### src/rtl/vid_capture_if.sv
// Framebuffer write port between the video capture block and the SDRAM arbiter.
// The head word is held on wr_adr/wr_data while wr_req=1 until wr_ack pops it.
interface vid_capture_if;
  localparam int unsigned AW = 18;
  localparam int unsigned DW = 32;

  logic          wr_req;
  logic [AW-1:0] wr_adr;
  logic [DW-1:0] wr_data;
  logic          wr_ack;

  modport master (output wr_req, wr_adr, wr_data, input wr_ack);
  modport slave  (input wr_req, wr_adr, wr_data, output wr_ack);
endinterface

### src/rtl/vid_capture.sv
// Monochrome 1024x768 video capture: packs 32 pixels per word LSB-first and
// writes them into the framebuffer, line 0 at the top address, lines descending.
module vid_capture #(
  parameter logic [17:0] ORG    = 18'h37FC0,
  parameter int unsigned HWORDS = 32,
  parameter int unsigned VLINES = 768
) (
  input  logic            clk,
  input  logic            rst_n,
  input  logic            ce,
  input  logic            hsync,
  input  logic            vsync,
  input  logic            de,
  input  logic            pix,
  input  logic            inv,
  input  logic            enable,
  vid_capture_if.master   wr,
  output logic            frame_done,
  output logic            ovf
);
  localparam int unsigned AW = 18;
  localparam int unsigned DW = 32;
  localparam int unsigned LW = 10;
  localparam int unsigned WW = 6;
  localparam int unsigned BW = 5;

  localparam logic [1:0] S_IDLE  = 2'd0;
  localparam logic [1:0] S_ARMED = 2'd1;
  localparam logic [1:0] S_CAPT  = 2'd2;

  logic [1:0]    state_q, state_d;
  logic          vs_q, de_q, hs_q, en_q, line_act_q;
  logic [LW-1:0] line_q, line_d;
  logic [WW-1:0] word_q, word_d;
  logic [BW-1:0] bit_q, bit_d;
  logic [DW-1:0] shift_q, shift_d;
  logic          pend_v_q;
  logic [AW-1:0] pend_adr_q;
  logic [DW-1:0] pend_dat_q;
  logic          h_v_q, h_v_d, t_v_q, t_v_d;
  logic [AW-1:0] h_adr_q, h_adr_d, t_adr_q, t_adr_d;
  logic [DW-1:0] h_dat_q, h_dat_d, t_dat_q, t_dat_d;
  logic          ovf_q, ovf_d, frame_done_q;

  logic          vs_rise, vs_fall, de_fall, hs_fall;
  logic          cap_entry, frame_end, in_capt, active;
  logic          pix_take, word_full, flush, line_adv, drop, pop;
  logic          push_v;
  logic [AW-1:0] push_adr;
  logic [DW-1:0] word_v;

  // Edges between successive ce samples
  assign vs_rise = ce &  vsync & ~vs_q;
  assign vs_fall = ce & ~vsync &  vs_q;
  assign de_fall = ce & ~de    &  de_q;
  assign hs_fall = ce & ~hsync &  hs_q;

  always_comb begin
    state_d   = state_q;
    cap_entry = 1'b0;
    frame_end = 1'b0;
    case (state_q)
      S_IDLE:  if (vs_rise) state_d = S_ARMED;
      S_ARMED: if (vs_fall && en_q) begin
                 state_d   = S_CAPT;
                 cap_entry = 1'b1;
               end
      S_CAPT:  if (vs_rise) begin
                 state_d   = S_ARMED;
                 frame_end = 1'b1;
               end
      default: state_d = S_IDLE;
    endcase
  end

  assign in_capt   = (state_q == S_CAPT);
  assign active    = in_capt && (32'(line_q) < VLINES) && (32'(word_q) < HWORDS);
  assign pix_take  = active & ce & de;
  assign word_full = pix_take && (bit_q == 5'd31);
  // A line only advances if de was seen since the last hsync
  assign line_adv  = in_capt & de_fall & line_act_q;
  assign flush     = in_capt && (line_adv || vs_rise) && (bit_q != 5'd0) && !word_full;
  assign push_v    = word_full | flush;
  assign push_adr  = ORG + {3'b000, ~line_q, word_q[4:0]};

  always_comb begin
    word_v = shift_q;
    if (pix_take) word_v[bit_q] = pix ^ inv;
    shift_d = word_v;
    line_d  = line_q;
    word_d  = word_q;
    bit_d   = bit_q;
    if (cap_entry) begin
      line_d  = '0;
      word_d  = '0;
      bit_d   = '0;
      shift_d = '0;
    end else if (in_capt) begin
      if (line_adv) begin
        line_d  = (line_q == 10'd1023) ? line_q : line_q + 10'd1;
        word_d  = '0;
        bit_d   = '0;
        shift_d = '0;
      end else if (vs_rise || word_full) begin
        word_d  = vs_rise ? 6'd0 : word_q + 6'd1;
        bit_d   = '0;
        shift_d = '0;
      end else if (pix_take) begin
        bit_d = bit_q + 5'd1;
      end
    end
  end

  // Two-entry FIFO as head/tail registers; head drives the write port
  assign pop = h_v_q & wr.wr_ack;
  always_comb begin
    h_v_d = h_v_q; h_adr_d = h_adr_q; h_dat_d = h_dat_q;
    t_v_d = t_v_q; t_adr_d = t_adr_q; t_dat_d = t_dat_q;
    drop  = 1'b0;
    if (pop) begin
      if (t_v_q) begin
        h_adr_d = t_adr_q; h_dat_d = t_dat_q;
        t_v_d   = pend_v_q; t_adr_d = pend_adr_q; t_dat_d = pend_dat_q;
      end else begin
        h_v_d   = pend_v_q; h_adr_d = pend_adr_q; h_dat_d = pend_dat_q;
      end
    end else if (pend_v_q) begin
      if (!h_v_q) begin
        h_v_d = 1'b1; h_adr_d = pend_adr_q; h_dat_d = pend_dat_q;
      end else if (!t_v_q) begin
        t_v_d = 1'b1; t_adr_d = pend_adr_q; t_dat_d = pend_dat_q;
      end else begin
        drop = 1'b1;
      end
    end
    ovf_d = cap_entry ? 1'b0 : (ovf_q | drop);
  end

  always_ff @(posedge clk or negedge rst_n) begin
    if (!rst_n) begin
      state_q      <= S_IDLE;
      vs_q         <= 1'b0;
      de_q         <= 1'b0;
      hs_q         <= 1'b1;
      en_q         <= 1'b0;
      line_act_q   <= 1'b0;
      line_q       <= '0;
      word_q       <= '0;
      bit_q        <= '0;
      shift_q      <= '0;
      pend_v_q     <= 1'b0;
      pend_adr_q   <= '0;
      pend_dat_q   <= '0;
      h_v_q        <= 1'b0;
      h_adr_q      <= '0;
      h_dat_q      <= '0;
      t_v_q        <= 1'b0;
      t_adr_q      <= '0;
      t_dat_q      <= '0;
      ovf_q        <= 1'b0;
      frame_done_q <= 1'b0;
    end else begin
      state_q <= state_d;
      if (ce) begin
        vs_q <= vsync;
        de_q <= de;
        hs_q <= hsync;
      end
      if (vs_rise) en_q <= enable;
      if (ce && de)   line_act_q <= 1'b1;
      else if (hs_fall) line_act_q <= 1'b0;
      line_q       <= line_d;
      word_q       <= word_d;
      bit_q        <= bit_d;
      shift_q      <= shift_d;
      pend_v_q     <= push_v;
      if (push_v) begin
        pend_adr_q <= push_adr;
        pend_dat_q <= word_v;
      end
      h_v_q        <= h_v_d;
      h_adr_q      <= h_adr_d;
      h_dat_q      <= h_dat_d;
      t_v_q        <= t_v_d;
      t_adr_q      <= t_adr_d;
      t_dat_q      <= t_dat_d;
      ovf_q        <= ovf_d;
      frame_done_q <= frame_end;
    end
  end

  assign wr.wr_req   = h_v_q;
  assign wr.wr_adr   = h_adr_q;
  assign wr.wr_data  = h_dat_q;
  assign frame_done  = frame_done_q;
  assign ovf         = ovf_q;
endmodule

### src/flat_wrapper.sv
// flat-port wrapper written by rule: the top's interface ports become plain ports
module vid_capture_flat 
#(
  parameter logic [17:0] ORG    = 18'h37FC0,
  parameter int unsigned HWORDS = 32,
  parameter int unsigned VLINES = 768
)
  (clk, rst_n, ce, hsync, vsync, de, pix, inv, enable, frame_done, ovf, wr_wr_req, wr_wr_adr, wr_wr_data, wr_wr_ack);
  vid_capture_if wr_i ();
  input  logic clk;
  input  logic rst_n;
  input  logic ce;
  input  logic hsync;
  input  logic vsync;
  input  logic de;
  input  logic pix;
  input  logic inv;
  input  logic enable;
  output logic frame_done;
  output logic ovf;
  output wire logic [$bits(wr_i.wr_req)-1:0] wr_wr_req;
  output wire logic [$bits(wr_i.wr_adr)-1:0] wr_wr_adr;
  output wire logic [$bits(wr_i.wr_data)-1:0] wr_wr_data;
  input wire logic [$bits(wr_i.wr_ack)-1:0] wr_wr_ack;
  assign wr_wr_req = wr_i.wr_req;
  assign wr_wr_adr = wr_i.wr_adr;
  assign wr_wr_data = wr_i.wr_data;
  assign wr_i.wr_ack = wr_wr_ack;
  vid_capture #(.ORG(ORG), .HWORDS(HWORDS), .VLINES(VLINES)) u_core (.clk(clk), .rst_n(rst_n), .ce(ce), .hsync(hsync), .vsync(vsync), .de(de), .pix(pix), .inv(inv), .enable(enable), .wr(wr_i), .frame_done(frame_done), .ovf(ovf));
endmodule
### config.mk
export PLATFORM = sky130hd
export DESIGN_NAME = vid_capture_flat
export DESIGN_NICKNAME = d
export VERILOG_FILES = /design/src/rtl/vid_capture_if.sv /design/src/rtl/vid_capture.sv /design/src/flat_wrapper.sv
export SDC_FILE = /design/constraint.sdc
export NUM_CORES = 1
export LEC_CHECK = 0
export ABC_CLOCK_PERIOD_IN_PS = 5700
export CORE_ASPECT_RATIO = 1.2
export CORE_MARGIN = 2
export CORE_UTILIZATION = 36
export CTS_CLUSTER_DIAMETER = 30
export DETAILED_ROUTE_END_ITERATION = 10
export HOLD_SLACK_MARGIN = 0.12
export SYNTH_ARGS = -nofsm -noshare
export SYNTH_HDL_FRONTEND = slang
export SYNTH_SLANG_ARGS = --single-unit
### constraint.sdc
create_clock -name clk -period 5.7 [get_ports clk]
set_input_delay 0.855 -clock clk [delete_from_list [all_inputs] [get_ports clk]]
set_output_delay 0.855 -clock clk [all_outputs]
set_load 0.01 [all_outputs]
# Yosys cells after proc, flatten, opt, wreduce, memory -nomap -nowiden
# Index checks and enable logic that the tools add are counted.
# word_totals
output_inout_bits	53
input_bits	10
elab_cells	149
reg_bits	215
# op_classes
n_addsub	4
eq_ne	10
n_lt_le_gt_ge	4
reduce_logical	30
n_bitwise	21
n_mux	59
# op_table
cell	n
32-bit two-way mux	13
18-bit two-way mux	8
10-bit two-way mux	4
32-bit bitwise mux	1
6-bit two-way mux	5
5-bit two-way mux	5
1-bit two-way mux	19
17-bit by 16-bit adder with 18-bit output (first input constant)	1
1-bit bitwise AND	13
2-bit AND reduction	6
10-bit by 1-bit adder with 10-bit output (second input constant)	1
10-bit equality test (second input constant)	1
10-bit less-than comparator (second input constant)	1
10-bit NOT	1
2-bit nonzero test	5
1-bit logical AND	9
2-bit by 1-bit inequality test with 1-bit output (second input constant)	4
6-bit by 1-bit adder with 6-bit output (second input constant)	1
5-bit by 6-bit less-than comparator with 1-bit output (second input constant)	1
6-bit less-than comparator (second input constant)	1
3-bit AND reduction	2
5-bit by 1-bit adder with 5-bit output (second input constant)	1
1-bit demux with 5-bit select	1
5-bit equality test (second input constant)	1
16 further kinds	23

# Depth between registers and ports, before layout
# logic_depth
word_depth	11
depth_mapped	10
ltp_nobuf	7

# Worst setup path after synthesis
# OpenSTA, ideal clock, no wires.
# synth_path
path_type	input port to flip-flop
start	input ce
end	register u_core.pend_adr_q[0]
path_stages	7
setup_ns	0.125
t_arrival_ns	2.181
slack_ns	3.394
required_time_ns	5.575
path_buffers	2
path_cell_list	buf_4 and2b_4 and4_4 a2bb2oi_2 a21oi_4 buf_6 mux2_4
# synth_between
elab_chain_len	9
word_cells_on_any_way	15
cone_classes	9 x bitwise; 6 x reduce/logical
# synth_rtl
element	line_no	text
from (decl)	flat_wrapper.sv:12	input logic ce;
1-bit bitwise AND (2 in a row)	vid_capture.sv:55	assign de_fall = ce & ~de & de_q;
1-bit bitwise AND (2 in a row)	vid_capture.sv:81	assign line_adv = in_capt & de_fall & line_act_q;
1-bit logical OR	vid_capture.sv:82	assign flush = in_capt && (line_adv || vs_rise) && (bit_q != 5'd0) && !word_full;
1-bit logical AND (3 in a row)	vid_capture.sv:82	
1-bit OR (*)	vid_capture.sv:83	assign push_v = word_full | flush;
to (signal assigned)	vid_capture.sv:178	pend_adr_q <= push_adr;
to (decl)	vid_capture.sv:38	logic [AW-1:0] pend_adr_q;
# Mark *: on every way between the ends. The rest lies on a longest branch, timed or not.
# A chain may end at the register's enable or synchronous reset.

# Worst setup path after layout
# layout_path
start	register u_core.bit_q[0]
end	register u_core.word_q[2]
# layout_between
elab_chain_len	5
# layout_rtl
element	line_no	text
from (decl)	vid_capture.sv:35	logic [BW-1:0] bit_q, bit_d;
from (signal assigned)	vid_capture.sv:174	bit_q <= bit_d;
5-bit equality test	vid_capture.sv:79	assign word_full = pix_take && (bit_q == 5'd31);
1-bit logical AND	vid_capture.sv:79	
1-bit logical OR	vid_capture.sv:104	end else if (vs_rise || word_full) begin
3-bit nonzero test (no source line)	--	
2-bit AND reduction (no source line)	--	
to (signal assigned)	vid_capture.sv:173	word_q <= word_d;
to (decl)	vid_capture.sv:34	logic [WW-1:0] word_q, word_d;
# No other way between the ends.

==> results_dict.tcl <==
set metrics [dict create \
    status "completed" \
    dr.pass1.iters 4 \
    reg2regPathDepth 7 \
    syn-cell-area_um2 9570 \
    final.period_utilization_pct 58.3 \
    cp.arrival_ps 3710 \
    cts_tree "yes" \
    routed_via_density 4.84 \
    max_freq_mhz 301 \
    grt_usage_pct 13.5 \
    synth.net_count 892 \
    setup_tns_ps 0 \
    synthDistinctLibCells 54 \
    synth_top_family_by_area "multiplexers" \
    routedWlPerCell_um 14.4 \
    grt_pass1_vias 6238 \
    ys_top_cells_by_area "dfrtp_1, mux2i_1, o21ai_0" \
    postCtsResizedCells 0 \
    critPathCaptureType "flip-flop" \
    maxSlewViolCount 0 \
    clkLatencyLatePin_ps 510 \
    period_needed_ps 3320 \
    crit_type "flip-flop to flip-flop" \
    synthCells 873 \
    hold-worst-slack_ps 470 \
    synth_xor_area_share_pct 1.28 \
    cts.clk_slew.worst_paths_ps 50 \
    die_h_um 183 \
    timing.clock.skew_ps 14.9 \
    met1_length_um 8950 \
    yosysMostFrequentCell "dfrtp_1" \
    top_layer "met4" \
    r2r_end "u_core.word_q[2]" \
    maxCapViolCount 0 \
    multiInputGateArea_um2 3790 \
    io_pins 63 \
    netlist.area_leader.share_pct 55.7 \
    rows 65 \
    fp.dieW_um 153 \
    area_growth_pct 23.0 \
    yosysSeqAreaShare_pct 56.0 \
    port_buffers 62 \
    die_area_um2 27900 \
    root_buffer "clkbuf_16" \
    overflow 0 \
    synth_ff_type "dfrtp_1" \
    synthAdderAreaFrac_pct 1.18 \
    cts-htree-levels 2 \
    worstPathMaxFanout 40 \
    min_path_type "input port to async pin" \
    met2WireLength_um 8390 \
    register_area_um2 5360 \
    ir_worst_vdd_mv 0.254 \
    synth_mux_area_share_pct 16.3 \
    worst_slew_margin_rel_pct 22.1 \
    grt_max_degree 117 \
    async_reset_ff_share_pct 100 \
    rrSetupSlack_ps 2380 \
    synth_edf_count 0 \
    fill_cells 2480 \
    cts_sinks 214 \
    place_hpwl_um 11500 \
    required_ps 6090 \
    start_util_pct 36.5 \
    synth_largest_area_cell "dfrtp_1" \
    clock_path_buffers 3 \
    p_total_mw 5.67 \
    rsz0062_at_grt "no" \
    tightest_slew_ps 1170 \
    post-cts-setup-buffers 0 \
    ys_top_cells_by_count "dfrtp_1, mux2i_1, nand2_1" \
    nets 948 \
    reg2reg_from "u_core.bit_q[0]" \
    antenna_cells 0 \
    route.met3.wl_um 795 \
    antenna_found_initial 0 \
    fp.coreArea_um2 26200 \
    hold_buffers 0 \
    power_density_nw_per_um2 482 \
    ys_seq_elements 214 \
    drtIter0Drc 307 \
    drive_gt1_share_pct 13.0 \
    grt_pass1_wl_um 31400 \
    cts_buffers 41 \
    drt-total-wl_um 18600 \
    place.gp.congestion 0.775 \
    drc 0 \
    setup_viol 0 \
    num_vias 6257 \
    synthSimpleGateAreaFrac_pct 12.4 \
    yosys_warnings 0 \
    leakage_nw 6.17 \
    final_hold_viol_count 0 \
    synth.avg_cell_area_um2 11.0 \
    synth_compound_area_share_pct 8.11 \
    critPathLaunchType "flip-flop" \
    postRouteAntennaNets 0 \
]
## worst max-delay path, stage by stage, from the launching register on
cell	delay [ps]
dfrtp_1	440
ha_1	480
and3_1	230
ha_1	360
nand4_1	220
a41oi_4	1010
o21ai_0	220
a21o_1	230
## layout by cell type (no fill, tap or decap), drive strengths merged, types with 2 or more instances in the layout
cell type      synthesis  final
a21o                   3      3
a21oi                 12     12
a22o                   2      2
a2bb2oi                2      2
a41oi                  2      2
and2                   3      3
and3                   7      7
buf                   28      7
bufinv                 0      3
clkbuf                28     46
clkdlybuf4s50          0     61
clkinv                 0     14
clkinvlp               0      9
dfrtp                213    213
ha                     9      9
inv                   44     46
mux2                  28     28
mux2i                119    119
nand2                108    108
nand2b                 5      5
nand3                 47     47
nand3b                 3      3
nand4                  4      4
nor2                  50     50
nor2b                  2      2
nor3                   9      9
nor3b                  8      8
o21a                   2      2
o21ai                 98     98
o221ai                 2      2
o22ai                  2      2
or2                    2      2
or3                    4      4
xnor2                  7      7
xor2                   7      7
## cell type report
type	count	area share, %
Sequential cell	214	45.5
Multi-Input combinational cell	559	32.2
Clock buffer	45	9.11
Timing Repair Buffer	69	5.96
Tap cell	335	3.56
Clock inverter	28	2.31
Inverter	44	1.40
## state kept, by name, summed over array words and instances, names as in the netlist
signal / flops
u_core.ovf: 1
u_core.t_dat_q: 32
u_core.word_q: 6
u_core.t_adr_q: 18
u_core.state_q: 2
u_core.line_q: 10
u_core.pend_dat_q: 32
u_core.shift_q: 32
u_core.t_v_q: 1
u_core.en_q: 1
u_core.pend_v_q: 1
u_core.pend_adr_q: 17
u_core.bit_q: 5
u_core.line_act_q: 1
u_core.vs_q: 1
u_core.wr.wr_data: 32
u_core.wr.wr_req: 1
u_core.frame_done: 1
u_core.wr.wr_adr: 18
u_core.hs_q: 1
u_core.de_q: 1
## per-stage QoR
step / area [µm²] / std cells / util (%) / setup WS [ps]
after floorplan: 9570 / 873 / - / 3390
after global placement: 10400 / 1221 / 39.8 / 1990
after detailed placement: 10400 / 1221 / 39.8 / 1960
after CTS: 11800 / 1294 / 45.0 / 2310
after global routing: 11800 / 1294 / 45.0 / 2030
final: 11800 / 1294 / 45.0 / 2380
## report_power, final
group	internal (mW)	leakage (nW)	switching [mW]	total [mW]
combinational	0.595	2.82	0.552	1.15
clock	1.50	0.638	0.792	2.29
sequential	1.97	2.71	0.262	2.23
## layer usage
| metal | global-route usage (%) | vias to the layer above |
|---|---|---|
| met3 | 3.28 | 37 |
| met5 | 0 | - |
| met1 | 18.6 | 2999 |
| li1 | - | 3114 |
| met4 | 5.48 | 0 |
| met2 | 20.7 | 107 |
## logic make-up after synthesis
logic type / after synthesis
AND/OR/NAND/NOR: 256
multiplexers: 147
flip-flops: 214
XOR/XNOR: 14
AO/OA/AOI/OAI: 133
buffers and inverters: 100
adder cells (fa/ha/maj): 9
## worst max path at each step
stage,start,end,slack [ps],cells after the start
CTS,u_core.bit_q[0],u_core.word_q[2],2310,7
floorplan,ce,u_core.pend_adr_q[0],3390,7
finish,u_core.bit_q[0],u_core.word_q[2],2380,7
detailed placement,ce,u_core.word_q[2],1960,6
global placement,ce,u_core.word_q[2],1990,6
global route,u_core.bit_q[0],u_core.word_q[2],2030,7
(Power assumes the default switching activity.)
